File: src/rtl/frame_cfg_pkg.sv
// Shared definitions for the configuration frame writer.
// Holds the parser state enum, the default stream sync word and the bit
// positions of the fields inside a frame header word.
package frame_cfg_pkg;

    typedef enum logic [1:0] {
        IDLE   = 2'd0,
        HDR    = 2'd1,
        DATA   = 2'd2,
        STROBE = 2'd3
    } state_e;

    localparam logic [31:0] SYNC_WORD_DEFAULT = 32'hFAB0_FAB1;

    // Header word layout: bit 31 marks end of configuration, otherwise
    // [15:8] is the column and [4:0] the frame within that column.
    localparam int EOC_BIT   = 31;
    localparam int COL_MSB   = 15;
    localparam int COL_LSB   = 8;
    localparam int FRAME_MSB = 4;
    localparam int FRAME_LSB = 0;

    localparam int COL_W   = COL_MSB - COL_LSB + 1;
    localparam int FRAME_W = FRAME_MSB - FRAME_LSB + 1;

    // Row counter width: clog2 of the row count, never narrower than 1 bit.
    function automatic int row_cnt_width(input int rows);
        return (rows > 1) ? $clog2(rows) : 1;
    endfunction

endpackage

File: src/rtl/frame_strobe_decoder.sv
// Combinational column/frame -> FrameStrobe decoder.
// Ports:
//   col    in   COL_W    column field from the frame header
//   frame  in   FRAME_W  frame field from the frame header
//   onehot out  NumberOfCols*MaxFramesPerCol  bit col*MaxFramesPerCol+frame, or zero
//   valid  out  1        address lies inside the fabric
// The index is formed at 32 bits before the range check so that an
// out-of-range column or frame can never alias onto a legal strobe bit.
module frame_strobe_decoder
    import frame_cfg_pkg::*;
#(
    parameter int MaxFramesPerCol = 20,
    parameter int NumberOfCols    = 4
) (
    input  logic [COL_W-1:0]                        col,
    input  logic [FRAME_W-1:0]                      frame,
    output logic [NumberOfCols*MaxFramesPerCol-1:0] onehot,
    output logic                                    valid
);

    localparam int NUM_STROBES = NumberOfCols * MaxFramesPerCol;

    logic [31:0] index;

    always_comb begin
        valid  = (32'(col) < 32'(NumberOfCols)) && (32'(frame) < 32'(MaxFramesPerCol));
        index  = 32'(col) * 32'(MaxFramesPerCol) + 32'(frame);
        onehot = '0;
        for (int i = 0; i < NUM_STROBES; i++) begin
            onehot[i] = valid && (index == 32'(i));
        end
    end

endmodule

File: src/rtl/frame_config_writer.sv
// Configuration frame writer: parses a 32-bit bitstream word stream
// (sync word, frame headers, row data words) and drives the fabric's
// FrameData bus plus a single-cycle FrameStrobe for the addressed frame.
// Ports:
//   CLK          in   1     clock
//   resetn       in   1     asynchronous active-low reset
//   s_data       in   32    bitstream word
//   s_valid      in   1     word valid
//   s_ready      out  1     word consumed when s_valid && s_ready
//   FrameData    out  NumberOfRows*FrameBitsPerRow, row r at [r*32 +: 32]
//   FrameStrobe  out  NumberOfCols*MaxFramesPerCol, column c frame f at c*MaxFramesPerCol+f
//   busy         out  1     parser is not idle
//   config_done  out  1     one-cycle pulse after the end-of-config header
//   addr_error   out  1     sticky: a frame addressed outside the fabric
//
// state  | meaning
// -------+-----------------------------------------------------------
// IDLE   | discard words until the sync word arrives
// HDR    | next word is a frame header or the end-of-config marker
// DATA   | collecting row data words for the latched column/frame
// STROBE | one cycle with FrameStrobe high; input is held off
module frame_config_writer
    import frame_cfg_pkg::*;
#(
    parameter int          FrameBitsPerRow = 32,
    parameter int          MaxFramesPerCol = 20,
    parameter int          NumberOfRows    = 4,
    parameter int          NumberOfCols    = 4,
    parameter logic [31:0] SyncWord        = SYNC_WORD_DEFAULT
) (
    input  logic                                       CLK,
    input  logic                                       resetn,
    input  logic [FrameBitsPerRow-1:0]                 s_data,
    input  logic                                       s_valid,
    output logic                                       s_ready,
    output logic [NumberOfRows*FrameBitsPerRow-1:0]    FrameData,
    output logic [NumberOfCols*MaxFramesPerCol-1:0]    FrameStrobe,
    output logic                                       busy,
    output logic                                       config_done,
    output logic                                       addr_error
);

    localparam int ROW_W       = row_cnt_width(NumberOfRows);
    localparam int NUM_STROBES = NumberOfCols * MaxFramesPerCol;
    localparam int DATA_W      = NumberOfRows * FrameBitsPerRow;

    state_e                   state_q, state_d;
    logic [ROW_W-1:0]         row_q, row_d;
    logic [COL_W-1:0]         col_q, col_d;
    logic [FRAME_W-1:0]       frame_q, frame_d;
    logic [DATA_W-1:0]        frame_data_q, frame_data_d;
    logic [NUM_STROBES-1:0]   strobe_q, strobe_d;
    logic                     s_ready_q, s_ready_d;
    logic                     busy_q, busy_d;
    logic                     config_done_q, config_done_d;
    logic                     addr_error_q, addr_error_d;

    logic [NUM_STROBES-1:0]   dec_onehot;
    logic                     dec_valid;
    logic                     accept;

    frame_strobe_decoder #(
        .MaxFramesPerCol (MaxFramesPerCol),
        .NumberOfCols    (NumberOfCols)
    ) u_decoder (
        .col    (col_q),
        .frame  (frame_q),
        .onehot (dec_onehot),
        .valid  (dec_valid)
    );

    assign accept = s_valid && s_ready_q;

    always_comb begin
        state_d       = state_q;
        row_d         = row_q;
        col_d         = col_q;
        frame_d       = frame_q;
        frame_data_d  = frame_data_q;
        strobe_d      = '0;
        config_done_d = 1'b0;
        addr_error_d  = addr_error_q;

        unique case (state_q)
            IDLE: begin
                if (accept && (s_data == SyncWord)) begin
                    state_d = HDR;
                end
            end
            HDR: begin
                if (accept) begin
                    if (s_data[EOC_BIT]) begin
                        config_done_d = 1'b1;
                        state_d       = IDLE;
                    end else begin
                        col_d   = s_data[COL_MSB:COL_LSB];
                        frame_d = s_data[FRAME_MSB:FRAME_LSB];
                        row_d   = '0;
                        state_d = DATA;
                    end
                end
            end
            DATA: begin
                if (accept) begin
                    frame_data_d[int'(row_q)*FrameBitsPerRow +: FrameBitsPerRow] = s_data;
                    if (row_q == ROW_W'(NumberOfRows - 1)) begin
                        // The last row and the strobe launch from the same
                        // edge; the row is on FrameData for the whole strobe.
                        strobe_d = dec_onehot;
                        if (!dec_valid) begin
                            addr_error_d = 1'b1;
                        end
                        row_d   = '0;
                        state_d = STROBE;
                    end else begin
                        row_d = row_q + ROW_W'(1);
                    end
                end
            end
            STROBE: begin
                state_d = HDR;
            end
            default: begin
                state_d = IDLE;
            end
        endcase

        // Registered handshake: low exactly while the parser sits in STROBE.
        s_ready_d = (state_d != STROBE);
        busy_d    = (state_d != IDLE);
    end

    always_ff @(posedge CLK or negedge resetn) begin
        if (!resetn) begin
            state_q       <= IDLE;
            row_q         <= '0;
            col_q         <= '0;
            frame_q       <= '0;
            frame_data_q  <= '0;
            strobe_q      <= '0;
            s_ready_q     <= 1'b0;
            busy_q        <= 1'b0;
            config_done_q <= 1'b0;
            addr_error_q  <= 1'b0;
        end else begin
            state_q       <= state_d;
            row_q         <= row_d;
            col_q         <= col_d;
            frame_q       <= frame_d;
            frame_data_q  <= frame_data_d;
            strobe_q      <= strobe_d;
            s_ready_q     <= s_ready_d;
            busy_q        <= busy_d;
            config_done_q <= config_done_d;
            addr_error_q  <= addr_error_d;
        end
    end

    assign s_ready     = s_ready_q;
    assign FrameData   = frame_data_q;
    assign FrameStrobe = strobe_q;
    assign busy        = busy_q;
    assign config_done = config_done_q;
    assign addr_error  = addr_error_q;

endmodule

File: config.mk
export PLATFORM = sky130hd
export DESIGN_NAME = frame_config_writer
export DESIGN_NICKNAME = d
export VERILOG_FILES = /design/src/rtl/frame_cfg_pkg.sv /design/src/rtl/frame_strobe_decoder.sv /design/src/rtl/frame_config_writer.sv
export SDC_FILE = /design/constraint.sdc
export NUM_CORES = 1
export LEC_CHECK = 0
export ABC_AREA = 1
export BUFFER_PORTS_ARGS = -buffer_cell sky130_fd_sc_hd__buf_4
export CAP_MARGIN = 15
export CORE_UTILIZATION = 49
export CTS_CLUSTER_DIAMETER = 120
export DETAILED_ROUTE_END_ITERATION = 8
export HOLD_SLACK_MARGIN = 0.06
export PLACE_DENSITY_LB_ADDON = 0.2
export SETUP_SLACK_MARGIN = 0.05
export SKIP_CTS_REPAIR_TIMING = 1
export SLEW_MARGIN = 25
export SYNTH_ARGS = -nofsm -noshare
export SYNTH_HDL_FRONTEND = slang
export SYNTH_SLANG_ARGS = --single-unit
File: constraint.sdc
create_clock -name CLK -period 3.85 [get_ports CLK]
set_input_delay 0.385 -clock CLK [delete_from_list [all_inputs] [get_ports CLK]]
set_output_delay 0.385 -clock CLK [all_outputs]
set_load 0.01 [all_outputs]
==> metrics.txt <==
status completed; Compound-Gate Fraction of Synth Area 0.0737; Fin Clk Skew 7.34 ps; Die ar. 20900 um2; LEAKAGE 0.00679 uW; Yosys reg bits 229; critical path data required time 4270 ps; Core Rows 51; worst slew pin tran 995 ps; Core Box Area 19700 um2; Mapped Area 9980 um2; WHS 156 ps; Longest Clk Path Bufs 3; dominant synthesized flop cell dfrtp_1; clk_lat worst skew 510 ps; Post-DP HPWL 19800 um; root buffer cell clkbuf_16; largest cells by area after synthesis dfrtp_1 (57%), nand3_1 (8.2%), o21ai_0 (7.0%), nand2_1 (7.0%), nand4_1 (4.5%); I/O pin count 247; largest net degree at the start of global routing 91; simple-gate portion of the synthesized area 0.260; Synth Warn # 0; WS Path Type register to register; crit share post-route 0.829; top cells by count, synth dfrtp_1 (229), nand2_1 (185), nand3_1 (163); Placer Congestion 0.879; share of post-route cells with drive strength above 1 0.255; vias in the first global route 8455; CTS tree yes; main combinational cell family by area after synthesis simple AND/OR/NAND/NOR gates; wire per inst 19.0 um; final max-slew violation count 0; Critical Path Sink Type register; antenna fix cells 0; VDD IR max 0.500 mV; Num CTS Buffers 24; Slew HR 0.336; Post-synth ARST share 1.00; share of the synthesized area in the top cell type 0.574; max-cap violation count 0; endpoints failing setup 0; Avg Cell Area, Syn 9.12 um2; Synth area leader dfrtp_1; initial DRC count 800; final hold viol count 0; Worst-path clk slew 60 ps; Layout fillers 1619; Post-Synth XOR/XNOR Area 0.00527; most frequent cell after synthesis dfrtp_1; total grt overflow 0; Hold Path Class primary input to register; Peak Freq 313 MHz; initial antenna violation count 0; # nets final 1365; Post-Synth Adder-Cell Area 0.0303; startpoint types register; first-pass GRT wire length 46700 um; GRT Util Overall 0.290; min Tclk post-route 3190 ps; remaining routing DRC violations 0; count of different cell masters after synthesis 29; FF+latch area 5730 um2; final WL 30200 um; I/O Buffers 246; power per cell area 719 nW/um2; clock sinks 229; Post-Syn Nets 1152; TNS Setup 0 ps; area delta synth->final 28.9%; Chip Height 145 um; CP Max Fanout 37; Post-Syn Instances 1094; Post-synth EDFFs 0; Worst Path Arrival 3620 ps; Vias 8923; H-tree level count 1; Initial Utilization 0.506; multiplexer area fraction after synthesis 0.00564; post-route ant nets 0; unrepaired setup endpoints after global routing no; Via density 5.61; first-pass detailed-route iteration total 5; register area share after synthesis 0.574; multi-input logic area 3780 um2; Die Wd 145 um
==> final timing paths <==
| kind | start | end | slack (ps) | cells past startpoint |
|---|---|---|---|---|
| min | s_data[5] | FrameData[69] | 160 | 3 |
| max | col_q[1] | FrameStrobe[64] | 660 | 12 |
| min in group asynchronous | resetn | FrameStrobe[3] | 440 | 2 |
| max reg2reg | col_q[1] | FrameStrobe[64] | 660 | 12 |
| max in group asynchronous | resetn | FrameData[93] | 2360 | 3 |
| min reg2reg | FrameData[90] | FrameData[90] | 510 | 2 |
==> registers in the layout (all words and copies together), names as in the netlist, 2 cells and up <==
| signal | flops |
|---|---|
| state_q | 2 |
| frame_q | 5 |
| col_q | 8 |
| FrameStrobe | 80 |
| FrameData | 128 |
| row_q | 2 |
==> worst max-delay path, cell delays in order (launching register included) <==
cell     delay, ps
dfrtp_1        430
ha_1           310
ha_1           230
inv_1           80
fa_1           500
nor2_1         210
nand3_1        110
nand3_1         90
nand2_1         50
nor2_1         130
nand3_2        440
buf_12         360
nor2_1         150
==> cell families (layout without fill, tap and decap cells) <==
kind of cell	count (synthesis)	in the layout
AO/OA/AOI/OAI	147	147
XOR/XNOR	3	3
adder cells (fa/ha/maj)	23	23
buffers and inverters	125	356
flip-flops	229	229
multiplexers	5	5
AND/OR/NAND/NOR	562	562
==> through the flow <==
stage | cells | worst slack [ps] | power, uW | cell area (um2) | utilization
floorplan | 1094 | 1380 | 5670 | 9980 | -
global placement | 1545 | 806 | 6760 | 12000 | 0.610
detailed placement | 1545 | 696 | 6820 | 12000 | 0.610
CTS | 1589 | 677 | 9220 | 12900 | 0.652
global route | 1590 | 405 | 9800 | 12900 | 0.652
finish | 1590 | 658 | 9250 | 12900 | 0.652
==> placed cells by master (no fill, tap or decap), drive strengths merged <==
master and instances:
a21oi 7, buf 265, bufinv 2, clkbuf 37
clkinv 5, clkinvlp 1, dfrtp 229, dlygate4sd3 1
fa 2, ha 21, inv 45, mux2 5
nand2 188, nand3 164, nand3b 6, nand4 71
nor2 125, nor3 6, nor4b 1, o21ai 140
or2 1, xnor2 2, xor2 1
==> layout make-up <==
type / instances / share of cell area
clock buffer: 37 / 0.0576
inverter: 46 / 0.0134
clock inverter: 7 / 0.00681
timing repair buffer: 266 / 0.157
multi-input combinational: 740 / 0.294
sequential: 229 / 0.446
tap: 265 / 0.0258
==> report_power, final <==
part / internal, uW / leakage, uW / total [uW] / switching, uW
Combinational: 1110 / 0.00324 / 3850 / 2740
Clock: 1460 / 0.000408 / 2400 / 941
Sequential: 2730 / 0.00314 / 3000 / 265
Total: 5300 / 0.00679 / 9250 / 3940
==> metal layers <==
metal / global-route usage / vias to the layer above / routed length [um] / share of wire
met4: 0.115 / 0 / 1120 / 0.037
met5: 0 / - / 0 / 0
met1: 0.400 / 4287 / 12500 / 0.41
met2: 0.448 / 447 / 13800 / 0.46
li1: - / 4114 / - / -
met3: 0.0628 / 75 / 2820 / 0.093
Power figures use the tool's default switching activity.
